### src/rtl/paxi_pkg.sv
// Shared pseudo-AXI address-channel types and widths, used by the read/write
// port arbiters and the AR/AW merge stage.
package paxi_pkg;

  localparam int unsigned ADDR_W = 32;
  localparam int unsigned ID_W   = 8;
  localparam int unsigned LEN_W  = 8;

  typedef struct packed {
    logic [ID_W-1:0]   id;
    logic [ADDR_W-1:0] addr;
    logic [LEN_W-1:0]  len;
    logic [2:0]        size;
    logic [1:0]        burst;
    logic [1:0]        lock;
  } paxi_ar_t;

endpackage

### src/rtl/rr_arbiter.sv
// N-way round-robin arbiter with optional fixed-priority override for
// requester 0. The pointer moves only on an accepted round-robin grant.
module rr_arbiter #(
  parameter int unsigned N     = 3,
  parameter int unsigned IDX_W = 2
) (
  input  logic             clk,
  input  logic             rst_n,
  input  logic [N-1:0]     req_i,
  input  logic             advance_i,
  input  logic             prio0_i,
  output logic [N-1:0]     gnt_o,
  output logic [IDX_W-1:0] gnt_idx_o,
  output logic             gnt_valid_o
);

  logic [IDX_W-1:0] ptr_q, ptr_d;
  logic             prio_hit;

  always_comb begin
    int unsigned j;
    j           = 0;
    gnt_o       = '0;
    gnt_idx_o   = '0;
    gnt_valid_o = 1'b0;
    prio_hit    = prio0_i && req_i[0];
    if (prio_hit) begin
      gnt_o[0]    = 1'b1;
      gnt_valid_o = 1'b1;
    end else begin
      // Search starts one past the last round-robin winner and wraps.
      for (int unsigned k = 1; k <= N; k++) begin
        j = (32'(ptr_q) + k) % N;
        if (!gnt_valid_o && req_i[j]) begin
          gnt_o[j]    = 1'b1;
          gnt_idx_o   = IDX_W'(j);
          gnt_valid_o = 1'b1;
        end
      end
    end
  end

  always_comb begin
    ptr_d = ptr_q;
    if (advance_i && gnt_valid_o && !prio_hit) begin
      ptr_d = gnt_idx_o;
    end
  end

  always_ff @(posedge clk or negedge rst_n) begin
    if (!rst_n) begin
      ptr_q <= IDX_W'(N - 1);
    end else begin
      ptr_q <= ptr_d;
    end
  end

endmodule

### src/rtl/axi_read_port_arbiter.sv
// Shares the DDR read-address channel among NUM_REQ requesters, tags ARID
// with the requester index, and routes R beats back by decoding RID.
module axi_read_port_arbiter
  import paxi_pkg::*;
#(
  parameter int unsigned NUM_REQ   = 3,
  parameter int unsigned IDX_W     = 2,
  parameter int unsigned MAX_OUTST = 4,
  parameter bit          PRIO0     = 1'b1,
  parameter int unsigned DATA_W    = 128
) (
  input  logic                        clk,
  input  logic                        resetn,
  input  logic [ID_W*NUM_REQ-1:0]     req_arid,
  input  logic [ADDR_W*NUM_REQ-1:0]   req_araddr,
  input  logic [LEN_W*NUM_REQ-1:0]    req_arlen,
  input  logic [3*NUM_REQ-1:0]        req_arsize,
  input  logic [2*NUM_REQ-1:0]        req_arburst,
  input  logic [NUM_REQ-1:0]          req_arvalid,
  output logic [NUM_REQ-1:0]          req_arready,
  output logic [ID_W*NUM_REQ-1:0]     req_rid,
  output logic [DATA_W*NUM_REQ-1:0]   req_rdata,
  output logic [2*NUM_REQ-1:0]        req_rresp,
  output logic [NUM_REQ-1:0]          req_rlast,
  output logic [NUM_REQ-1:0]          req_rvalid,
  input  logic [NUM_REQ-1:0]          req_rready,
  output logic [ID_W-1:0]             axi_arid,
  output logic [ADDR_W-1:0]           axi_araddr,
  output logic [LEN_W-1:0]            axi_arlen,
  output logic [2:0]                  axi_arsize,
  output logic [1:0]                  axi_arburst,
  output logic [1:0]                  axi_arlock,
  output logic                        axi_arvalid,
  input  logic                        axi_arready,
  input  logic [ID_W-1:0]             axi_rid,
  input  logic [DATA_W-1:0]           axi_rdata,
  input  logic [1:0]                  axi_rresp,
  input  logic                        axi_rlast,
  input  logic                        axi_rvalid,
  output logic                        axi_rready,
  output logic                        err_unmapped
);

  localparam int unsigned LOW_W = ID_W - IDX_W;

  paxi_ar_t         ar_q, ar_d;
  logic             arvalid_q, arvalid_d;
  logic [3:0]       outst_q [NUM_REQ];
  logic [3:0]       outst_d [NUM_REQ];
  logic             err_q, err_d;

  logic               slice_free;
  logic [NUM_REQ-1:0] eligible;
  logic [NUM_REQ-1:0] gnt;
  logic [IDX_W-1:0]   gnt_idx;
  logic               gnt_valid;
  logic [IDX_W-1:0]   r_idx;
  logic               r_mapped;
  logic               rlast_hs;

  // Gating on resetn keeps req_arready low while reset is held.
  assign slice_free = resetn && (!arvalid_q || axi_arready);

  always_comb begin
    for (int unsigned i = 0; i < NUM_REQ; i++) begin
      eligible[i] = req_arvalid[i] && (outst_q[i] < 4'(MAX_OUTST));
    end
  end

  rr_arbiter #(
    .N     (NUM_REQ),
    .IDX_W (IDX_W)
  ) u_rr (
    .clk         (clk),
    .rst_n       (resetn),
    .req_i       (eligible),
    .advance_i   (slice_free),
    .prio0_i     (PRIO0),
    .gnt_o       (gnt),
    .gnt_idx_o   (gnt_idx),
    .gnt_valid_o (gnt_valid)
  );

  assign req_arready = slice_free ? gnt : '0;

  always_comb begin
    ar_d      = ar_q;
    arvalid_d = arvalid_q;
    if (slice_free) begin
      arvalid_d = gnt_valid;
      for (int unsigned i = 0; i < NUM_REQ; i++) begin
        if (gnt[i]) begin
          ar_d.id    = {IDX_W'(i), req_arid[ID_W*i +: LOW_W]};
          ar_d.addr  = req_araddr[ADDR_W*i +: ADDR_W];
          ar_d.len   = req_arlen[LEN_W*i +: LEN_W];
          ar_d.size  = req_arsize[3*i +: 3];
          ar_d.burst = req_arburst[2*i +: 2];
          ar_d.lock  = '0;
        end
      end
    end
  end

  assign axi_arid    = ar_q.id;
  assign axi_araddr  = ar_q.addr;
  assign axi_arlen   = ar_q.len;
  assign axi_arsize  = ar_q.size;
  assign axi_arburst = ar_q.burst;
  assign axi_arlock  = ar_q.lock;
  assign axi_arvalid = arvalid_q;

  assign r_idx    = axi_rid[ID_W-1 -: IDX_W];
  assign r_mapped = 32'(r_idx) < NUM_REQ;
  assign rlast_hs = axi_rvalid && axi_rready && axi_rlast;

  // Unmapped beats fall through with rready=1 so the channel never wedges.
  always_comb begin
    axi_rready = 1'b1;
    req_rvalid = '0;
    for (int unsigned i = 0; i < NUM_REQ; i++) begin
      req_rid[ID_W*i +: ID_W]       = {{IDX_W{1'b0}}, axi_rid[LOW_W-1:0]};
      req_rdata[DATA_W*i +: DATA_W] = axi_rdata;
      req_rresp[2*i +: 2]           = axi_rresp;
      req_rlast[i]                  = axi_rlast;
      if (r_idx == IDX_W'(i)) begin
        req_rvalid[i] = axi_rvalid;
        axi_rready    = req_rready[i];
      end
    end
  end

  always_comb begin
    logic inc, dec;
    inc = 1'b0;
    dec = 1'b0;
    for (int unsigned i = 0; i < NUM_REQ; i++) begin
      inc        = slice_free && gnt[i];
      dec        = rlast_hs && (r_idx == IDX_W'(i)) && (outst_q[i] != '0);
      outst_d[i] = outst_q[i];
      if (inc && !dec) begin
        outst_d[i] = outst_q[i] + 4'd1;
      end else if (dec && !inc) begin
        outst_d[i] = outst_q[i] - 4'd1;
      end
    end
  end

  assign err_d        = err_q || (axi_rvalid && !r_mapped);
  assign err_unmapped = err_q;

  always_ff @(posedge clk or negedge resetn) begin
    if (!resetn) begin
      ar_q      <= '0;
      arvalid_q <= 1'b0;
      err_q     <= 1'b0;
      for (int unsigned i = 0; i < NUM_REQ; i++) begin
        outst_q[i] <= '0;
      end
    end else begin
      ar_q      <= ar_d;
      arvalid_q <= arvalid_d;
      err_q     <= err_d;
      for (int unsigned i = 0; i < NUM_REQ; i++) begin
        outst_q[i] <= outst_d[i];
      end
    end
  end

  for (genvar g = 0; g < NUM_REQ; g++) begin : g_chk
    a_no_unmatched_rlast: assert property (@(posedge clk) disable iff (!resetn)
      !(rlast_hs && (r_idx == IDX_W'(g)) && (outst_q[g] == '0)));
  end

endmodule

### config.mk
export PLATFORM = sky130hd
export DESIGN_NAME = axi_read_port_arbiter
export DESIGN_NICKNAME = d
export VERILOG_FILES = /design/src/rtl/paxi_pkg.sv /design/src/rtl/rr_arbiter.sv /design/src/rtl/axi_read_port_arbiter.sv
export SDC_FILE = /design/constraint.sdc
export NUM_CORES = 1
export LEC_CHECK = 0
export ABC_AREA = 0
export BUFFER_PORTS_ARGS = -buffer_cell sky130_fd_sc_hd__buf_4
export CAP_MARGIN = 15
export CORE_AREA = 4 4 308 310
export CTS_CLUSTER_DIAMETER = 50
export DETAILED_ROUTE_END_ITERATION = 8
export DIE_AREA = 0 0 312 314
export PLACE_DENSITY_LB_ADDON = 0.25
export SLEW_MARGIN = 20
export SYNTH_ARGS = -nofsm -noshare
export SYNTH_HDL_FRONTEND = slang
export SYNTH_SLANG_ARGS = --single-unit
### constraint.sdc
create_clock -name clk -period 4.5 [get_ports clk]
set_clock_uncertainty 0.15 [all_clocks]
set_input_delay 0.225 -clock clk [delete_from_list [all_inputs] [get_ports clk]]
set_output_delay 0.225 -clock clk [all_outputs]
set_load 0.01 [all_outputs]
Word level (Yosys, flattened, before mapping)
Cells that the tools add are included.
- add/subtract/negate cells: 9
- multipliers: 0
- div/mod/pow operators: 3
- order comparisons: 10
- eq/ne operators: 2
- shifts and indexed selects: 0
- multiplexer cells: 45
- bitwise operators: 2
- reductions and logical operators: 51
- operators by type and width (operator ; count):
    two-way mux 55 bit ; 3
    greater-or-equal comparator 32 x 1 -> 1 bit, second input constant ; 3
    < comparator 32 x 3 -> 1 bit, second input constant ; 3
    modulo 32 x 2 -> 32 bit, second input constant ; 3
    logical AND 1 bit ; 29
    two-way mux 4 bit ; 6
    two-way mux 1 bit ; 19
    two-way mux 3 bit ; 6
    adder 4 x 1 -> 4 bit, second input constant ; 3
    < comparator 4 x 3 -> 1 bit, second input constant ; 3
    nonzero test 4 bit ; 3
    subtractor 4 x 1 -> 4 bit, second input constant ; 3
    logical NOT 1 bit ; 11
    two-way mux 2 bit ; 5
    adder 2 x 2 -> 3 bit, second input constant ; 2
    binary-select mux 1 bit (select 2 bit) ; 3
    demux 1 bit (select 2 bit) ; 3
    OR 3 bit ; 2
    nonzero test 2 bit ; 3
    adder 2 x 1 -> 3 bit, second input constant ; 1
    nonzero test 3 bit ; 1
    equality test 2 x 1 -> 1 bit, second input constant ; 1
    equality test 2 bit, second input constant ; 1
    logical NOT 2 bit ; 1
    other kinds (3) ; 4
- register bits after elaboration: 71
- bits in latches: 0
- memory bits (writable): 0
- memory bits (read-only): 0
- bits of input ports: 308
- output and inout bits: 481
- memories: 0

Depth between registers and ports, before layout
- depth in word-level cells: 19
- gate-level depth with buffers: 17
- depth with buffers taken out: 16

Hierarchy
A second synthesis with hierarchy kept.
- cell total of the unflattened synthesis: 890
- area, all modules: 8006.4 sq um
- modules (own cells, without submodules) (module ; instances ; cells an instance ; area each (sq um) ; seq. area each (sq um)):
    axi_read_port_arbiter ; 1 ; 822 ; 7478.4 ; 1676.6
    rr_arbiter ; 1 ; 68 ; 528.0 ; 51.3

Worst setup path before layout
OpenSTA, ideal clock, no wires.
- path type: register to register
- start point: register u_rr.ptr_q[0]
- end point: register outst_q[7] (netlist name)
- setup time: 0.125 ns
- arrival time: 3.163 ns
- required time: 4.225 ns
- setup slack: 1.062 ns
- stages on the path, launching flop included: 18
- clock period less this slack: 3.438 ns
- path through: dfrtp_1 > inv_1 > ha_1 > clkbuf_1 > nor4b_1 > nand3_1 > o2bb2ai_1 > a21boi_1 > or2_4 > and2_1 > ha_1 > inv_1 > ha_1 > a21o_1 > a21oi_1 > xnor2_1 > nor2_1 > xor2_1
- word-level cells in the longest chain between the ends: 18
- ends and longest elaborated chain (what ; line ; text):
    start, declared ; rr_arbiter.sv:17 ; logic [IDX_W-1:0] ptr_q, ptr_d;
    start signal, assigned ; rr_arbiter.sv:52 ; ptr_q <= IDX_W'(N - 1);
    start signal, assigned ; rr_arbiter.sv:54 ; ptr_q <= ptr_d;
    adder 2 x 1 -> 3 bit ; rr_arbiter.sv:33 ; j = (32'(ptr_q) + k) % N;
    modulo 32 x 2 -> 32 bit ; rr_arbiter.sv:33 ;
    greater-or-equal comparator 32 x 1 -> 1 bit (implied by the code), or another cell as far along ; rr_arbiter.sv:35 ; gnt_o[j] = 1'b1;
    logical AND 1 bit (implied by the code) or two-way mux 1 bit (tied branches) ; rr_arbiter.sv:35, rr_arbiter.sv:34 ;
    two-way mux 1 bit (on tied branches) ; rr_arbiter.sv:35, rr_arbiter.sv:34 ;
    demux 1 bit (select 2 bit) or two-way mux 1 bit (tied branches) ; -- ;
    two-way mux 3 bit or logical NOT 1 bit (tied branches) ; rr_arbiter.sv:34 ; if (!gnt_valid_o && req_i[j]) begin
    two-way mux 3 bit or logical AND 1 bit (tied branches) ; rr_arbiter.sv:27, rr_arbiter.sv:34 ;
    [... 2 more ...] ; -- ;
    two-way mux 3 bit or logical NOT 1 bit (tied branches) ; rr_arbiter.sv:27, rr_arbiter.sv:34 ;
    OR 3 bit (no source line) or logical AND 1 bit (tied branches) ; -- ;
    two-way mux 3 bit (*) ; rr_arbiter.sv:34 ;
    two-way mux 2 bit (*) ; rr_arbiter.sv:27 ; if (prio_hit) begin
    logical AND 1 bit (*) ; axi_read_port_arbiter.sv:137 ; inc = slice_free && gnt[i];
    logical NOT 1 bit ; axi_read_port_arbiter.sv:142 ; end else if (dec && !inc) begin
    logical AND 1 bit ; axi_read_port_arbiter.sv:142 ;
    nonzero test 2 bit (no source line) ; -- ;
    end signal, assigned by index ; axi_read_port_arbiter.sv:164 ; outst_q[i] <= outst_d[i];
    end, declared ; axi_read_port_arbiter.sv:48 ; logic [3:0] outst_q [NUM_REQ];
Every way passes the cells marked *; elsewhere a longest branch is shown, timed or not. The select of a mux whose other input is x is not followed.
A chain may end at the register's enable or synchronous reset.

Worst setup path in the final report
- start point: register u_rr.ptr_q[0]
- end point: register ar_q, in the netlist axi_araddr[3]
- word-level cells in the longest chain between the ends: 16
- ends and longest elaborated chain (what ; line ; text):
    adder 2 x 1 -> 3 bit ; rr_arbiter.sv:33 ;
    modulo 32 x 2 -> 32 bit ; rr_arbiter.sv:33 ;
    greater-or-equal comparator 32 x 1 -> 1 bit (implied by the code), or another cell as far along ; rr_arbiter.sv:35 ;
    logical AND 1 bit (implied by the code) or two-way mux 1 bit (tied branches) ; rr_arbiter.sv:35, rr_arbiter.sv:34 ;
    two-way mux 1 bit (on tied branches) ; rr_arbiter.sv:35, rr_arbiter.sv:34 ;
    demux 1 bit (select 2 bit) or two-way mux 1 bit (tied branches) ; -- ;
    two-way mux 3 bit or logical NOT 1 bit (tied branches) ; rr_arbiter.sv:34 ;
    two-way mux 3 bit or logical AND 1 bit (tied branches) ; rr_arbiter.sv:27, rr_arbiter.sv:34 ;
    OR 3 bit (no source line) or two-way mux 1 bit (tied branches) ; -- ;
    two-way mux 3 bit or two-way mux 1 bit (tied branches) ; rr_arbiter.sv:34, rr_arbiter.sv:27 ;
    two-way mux 3 bit or logical NOT 1 bit (tied branches) ; rr_arbiter.sv:27, rr_arbiter.sv:34 ;
    OR 3 bit (no source line) or logical AND 1 bit (tied branches) ; -- ;
    two-way mux 3 bit (*) ; rr_arbiter.sv:34 ;
    two-way mux 1 bit or two-way mux 2 bit (tied branches) ; rr_arbiter.sv:27 ;
    nonzero test 3 bit (no source line) or two-way mux 55 bit (tied branches) ; -- ;
    AND reduction 2 bit (no source line) or two-way mux 55 bit (tied branches) ; -- ;
    end signal, assigned ; axi_read_port_arbiter.sv:160 ; ar_q <= ar_d;
    end, declared ; axi_read_port_arbiter.sv:46 ; paxi_ar_t ar_q, ar_d;
Marks and branches as above.

==> PnR_summary.wiki <==
{| class="wikitable"
! Metric !! Value
|-
| Nets || 965
|-
| Number of cells after detailed placement || 1798
|-
| Ordered cell list for the critical path || inv_1, ha_1, nor2b_1, a22o_1, and2_1, a21oi_1, nor2_4, buf_4, a222oi_1, dlygate4sd3_1, mux2i_1
|-
| Class of the most critical setup path || flip-flop to flip-flop
|-
| P_leak || 3.20 nW
|-
| Capture endpoint of the worst hold path || axi_araddr[8]
|-
| Number of port buffers || 230
|-
| Clock tree sinks || 69
|-
| Depth of the most critical reg-to-reg path || 11
|-
| Final min period || 3.89 ns
|-
| Cell type group with the largest total delay on the critical path || buffers and inverters
|-
| Run status || complete, no violations
|-
| Post-Place Worst Slack || 0.655 ns
|-
| Clock slew seen by the registers of the worst setup and hold paths || 0.06 ns
|-
| Routed length per placed instance || 14.6 um
|-
| Switching share of power || 42.9%
|-
| TritonCTS buffer count || 9
|-
| Clock share of power || 15.8%
|-
| Diodes inserted || 0
|-
| Count of cell types in the netlist || 53
|-
| Flop-to-flop setup slack || 0.61 ns
|-
| Number of enable flip-flop cells after synthesis || 0
|-
| Required time of the critical path || 4.63 ns
|-
| Number of antenna violations at the first check in global routing || 3
|-
| Reported max-cap violation count || 0
|-
| Met2 Routed Length || 11800 um
|-
| Highest metal layer with signal wires || met5
|-
| Row count || 111
|-
| Fraction of final layout cells with drive strength greater than 1 || 41.8%
|-
| Initial core utilization || 7.96%
|-
| Avg Vias per Cell || 2.52
|-
| FMAX || 257 MHz
|-
| Tightest slew margin relative to the limit || 36.6%
|-
| Crit path max fanout || 38
|-
| Core region area || 0.0917 mm2
|-
| Post-route DRC || 0
|-
| Pin count of the biggest net entering global routing || 40
|-
| GRT Overall Usage || 5.25%
|-
| Instance count along the most critical hold path || 3
|-
| Setup TNS || 0 ns
|-
| Portion of the clock cycle consumed by the worst path in the final layout || 86.5%
|-
| Crit. path cell count || 11
|-
| Post-CTS Hold Fix Bufs || 17
|-
| Worst slew pin tran || 0.943 ns
|-
| Router iterations before antenna repair || 6
|-
| Share of total power in combinational logic || 59.1%
|-
| TritonCTS clock tree || yes
|-
| Number of top-level design ports || 789
|-
| Switching Power || 0.00203 W
|-
| Clock insertion delay at the later pin of the skew report || 0.36 ns
|-
| Crit path DAT || 4.03 ns
|-
| Yosys warnings || 0
|-
| Final instance count without filler cells || 1832
|-
| Fillcell total || 10700
|-
| Count of pins over their slew limit || 0
|-
| Number of setup buffers added after CTS || 0
|-
| Max rail drop VDD || 0.441 mV
|-
| Root buf cell || sky130_fd_sc_hd__clkbuf_16
|-
| Die width || 312 um
|-
| Die area || 0.0980 mm2
|-
| Number of levels the H-tree was split into || 3
|-
| Number of setup violations in the final report || 0
|-
| Least setup slack across all paths after layout || 0.608 ns
|-
| Fraction of power consumed by sequential logic || 25.0%
|-
| Buffer depth of the longest clock path || 2
|-
| Global-route wire length before repair || 37100 um
|-
| Area grow syn2layout || 7.49%
|-
| Detailed router's first-iteration violation count || 269
|-
| Post-DP HPWL || 21900 um
|-
| Mean Syn Cell Area || 9.05 um2
|-
| Vias post-DR || 4621
|-
| Worst path buffer plus inverter count || 3
|-
| Worst setup EP type || flip-flop
|-
| Post-CTS resize count || 0
|-
| Seq/Total Area, Yosys || 23.7%
|-
| Total of flip-flops plus latches after synthesis || 69
|-
| Setup repair after global routing missed its margin || false
|-
| DIE HEIGHT || 314 um
|-
| Overflow left after global routing || 0
|-
| Final Routed Wirelength || 26800 um
|-
| Delay of the slowest cell on the worst path || 0.62 ns
|-
| Post-synthesis async set-or-reset flop share || 100%
|-
| Mapped Cells || 807
|-
| Routability-driven placement congestion ratio || 0.742
|-
| Utilization after layout || 8.56%
|-
| Routed Antenna Nets || 0
|-
| Power density normalized to cell area || 602 mW/mm2
|-
| M1 wire length || 8420 um
|-
| Class of the most critical hold timing path || primary input to flip-flop
|-
| Startpoint of the most critical hold path || req_araddr[40]
|-
| Number of failing hold endpoints at the final stage || 0
|-
| Top flip-flop cell by instance count after synthesis || sky130_fd_sc_hd__dfrtp_1
|-
| Crit Reg-Reg Endpoint || axi_araddr[3]
|-
| Startpoint of the lowest-slack register-to-register path || u_rr.ptr_q[0]
|-
| Met3 wirelength from detailed routing || 4510 um
|-
| Internal Dissipation || 0.00270 W
|-
| Kind of launch point of the worst setup path || flip-flop
|-
| Slowest library cell on the worst path || sky130_fd_sc_hd__nor2_4
|-
| Vias in the first global route || 5171
|-
| Post-synth design cell area || 0.00730 mm2
|}
layout by cell type (no fill, tap or decap), types with 8 or more instances in the layout:
cell                            count
sky130_fd_sc_hd__a222oi_1          51
sky130_fd_sc_hd__buf_4            243
sky130_fd_sc_hd__clkbuf_16          9
sky130_fd_sc_hd__conb_1             8
sky130_fd_sc_hd__dfrtp_1           68
sky130_fd_sc_hd__dlygate4sd3_1     17
sky130_fd_sc_hd__ha_1              13
sky130_fd_sc_hd__inv_1             58
sky130_fd_sc_hd__mux2i_1           52
sky130_fd_sc_hd__nand2_1           12
sky130_fd_sc_hd__nor2_1            10
sky130_fd_sc_hd__xnor2_1            9
synthesized netlist by cell type (2+ instances only):
cell type / count / area, um2
sky130_fd_sc_hd__a211oi_1: 2 / 15.0
sky130_fd_sc_hd__a21boi_0: 3 / 22.5
sky130_fd_sc_hd__a21o_1: 4 / 30.0
sky130_fd_sc_hd__a21oi_1: 7 / 35.0
sky130_fd_sc_hd__a222oi_1: 51 / 510
sky130_fd_sc_hd__a41o_1: 2 / 20.0
sky130_fd_sc_hd__and2_1: 4 / 25.0
sky130_fd_sc_hd__buf_12: 4 / 80.1
sky130_fd_sc_hd__buf_4: 419 / 3150
sky130_fd_sc_hd__buf_6: 2 / 22.5
sky130_fd_sc_hd__clkbuf_1: 20 / 75.1
sky130_fd_sc_hd__dfrtp_1: 68 / 1700
sky130_fd_sc_hd__fa_1: 3 / 60.1
sky130_fd_sc_hd__ha_1: 13 / 163
sky130_fd_sc_hd__inv_1: 58 / 218
sky130_fd_sc_hd__mux2_2: 3 / 33.8
sky130_fd_sc_hd__mux2i_1: 52 / 521
sky130_fd_sc_hd__nand2_1: 12 / 45.0
sky130_fd_sc_hd__nand3_1: 3 / 15.0
sky130_fd_sc_hd__nand4_1: 5 / 31.3
sky130_fd_sc_hd__nor2_1: 11 / 41.3
sky130_fd_sc_hd__nor2b_1: 3 / 18.8
sky130_fd_sc_hd__nor3_1: 2 / 10.0
sky130_fd_sc_hd__nor3b_1: 7 / 52.6
sky130_fd_sc_hd__o21ai_0: 6 / 30.0
sky130_fd_sc_hd__o21ai_1: 2 / 10.0
sky130_fd_sc_hd__or3b_1: 3 / 26.3
sky130_fd_sc_hd__or4_1: 3 / 22.5
sky130_fd_sc_hd__xnor2_1: 9 / 78.8
sky130_fd_sc_hd__xor2_1: 3 / 26.3
registers in the layout, summed over array words and instances, names as in the netlist:
signal / count
err_unmapped: 1
axi_arsize: 3
axi_arlen: 8
outst_q: 12
axi_araddr: 32
axi_arid: 8
u_rr.ptr_q: 2
axi_arvalid: 1
axi_arburst: 2
cells by family after synthesis:
group / after synthesis / synth area share (%)
mux: 55 / 7.59
flops: 69 / 23.7
buf+inv: 505 / 48.8
fa+ha+maj: 16 / 3.05
xor+xnor: 12 / 1.44
other cells: 1 / 0.0514
simple gates: 59 / 4.59
compound gates: 90 / 10.8
area by class of cell:
class	count	area (um2)	area share, %
Sequential cell	69	1730	22.0
Tap cell	1186	1480	18.9
Timing Repair Buffer	263	2060	26.3
Multi-Input combinational cell	240	2070	26.3
Clock inverter	2	35.0	0.446
Inverter	58	218	2.77
Clock buffer	14	254	3.24
per-stage QoR:
step | power, W | hold WS, ns | cell area (um2)
6_report | 0.00473 | 0.0267 | 7850
2_1_floorplan | 0.00316 | -0.221 | 7330
3_3_place_gp | 0.00403 | 0.186 | 7360
3_5_place_dp | 0.00403 | 0.189 | 7360
4_1_cts | 0.00486 | 0.00111 | 7820
5_1_grt | 0.00517 | 0.0208 | 7850
power by group through the flow:
stage | clock, W | sequential [W] | combinational, W
floorplan | 0 | 0.00125 | 0.00190
global placement | 0 | 0.00119 | 0.00283
detailed placement | 0 | 0.00119 | 0.00284
CTS | 0.000805 | 0.00119 | 0.00286
global route | 0.000822 | 0.00123 | 0.00312
finish | 0.000749 | 0.00118 | 0.00280
worst max path at each step:
stage	from	end	slack [ns]
final	u_rr.ptr_q[0]	axi_araddr[3]	0.61
after global routing	u_rr.ptr_q[0]	outst_q[7]	0.26
after CTS	outst_q[10]	axi_araddr[3]	0.48
after detailed placement	outst_q[10]	axi_araddr[26]	0.65
after global placement	u_rr.ptr_q[0]	outst_q[7]	0.56
after floorplan	u_rr.ptr_q[0]	outst_q[7]	1.06
per-layer routing:
metal | vias to the layer above | global-route usage (%)
met3 | 146 | 3.83
met1 | 2041 | 4.71
met4 | 8 | 4.23
li1 | 1952 | -
met2 | 474 | 7.98
met5 | - | 0.445
worst reg2reg max path, stage by stage (launching register included):
cell and delay (ns):
sky130_fd_sc_hd__dfrtp_1 0.38, sky130_fd_sc_hd__inv_1 0.08, sky130_fd_sc_hd__ha_1 0.50, sky130_fd_sc_hd__nor2b_1 0.29
sky130_fd_sc_hd__a22o_1 0.18, sky130_fd_sc_hd__and2_1 0.18, sky130_fd_sc_hd__a21oi_1 0.09, sky130_fd_sc_hd__nor2_4 0.62
sky130_fd_sc_hd__buf_4 0.47, sky130_fd_sc_hd__a222oi_1 0.19, sky130_fd_sc_hd__dlygate4sd3_1 0.57, sky130_fd_sc_hd__mux2i_1 0.12
(Power assumes the default switching activity.)
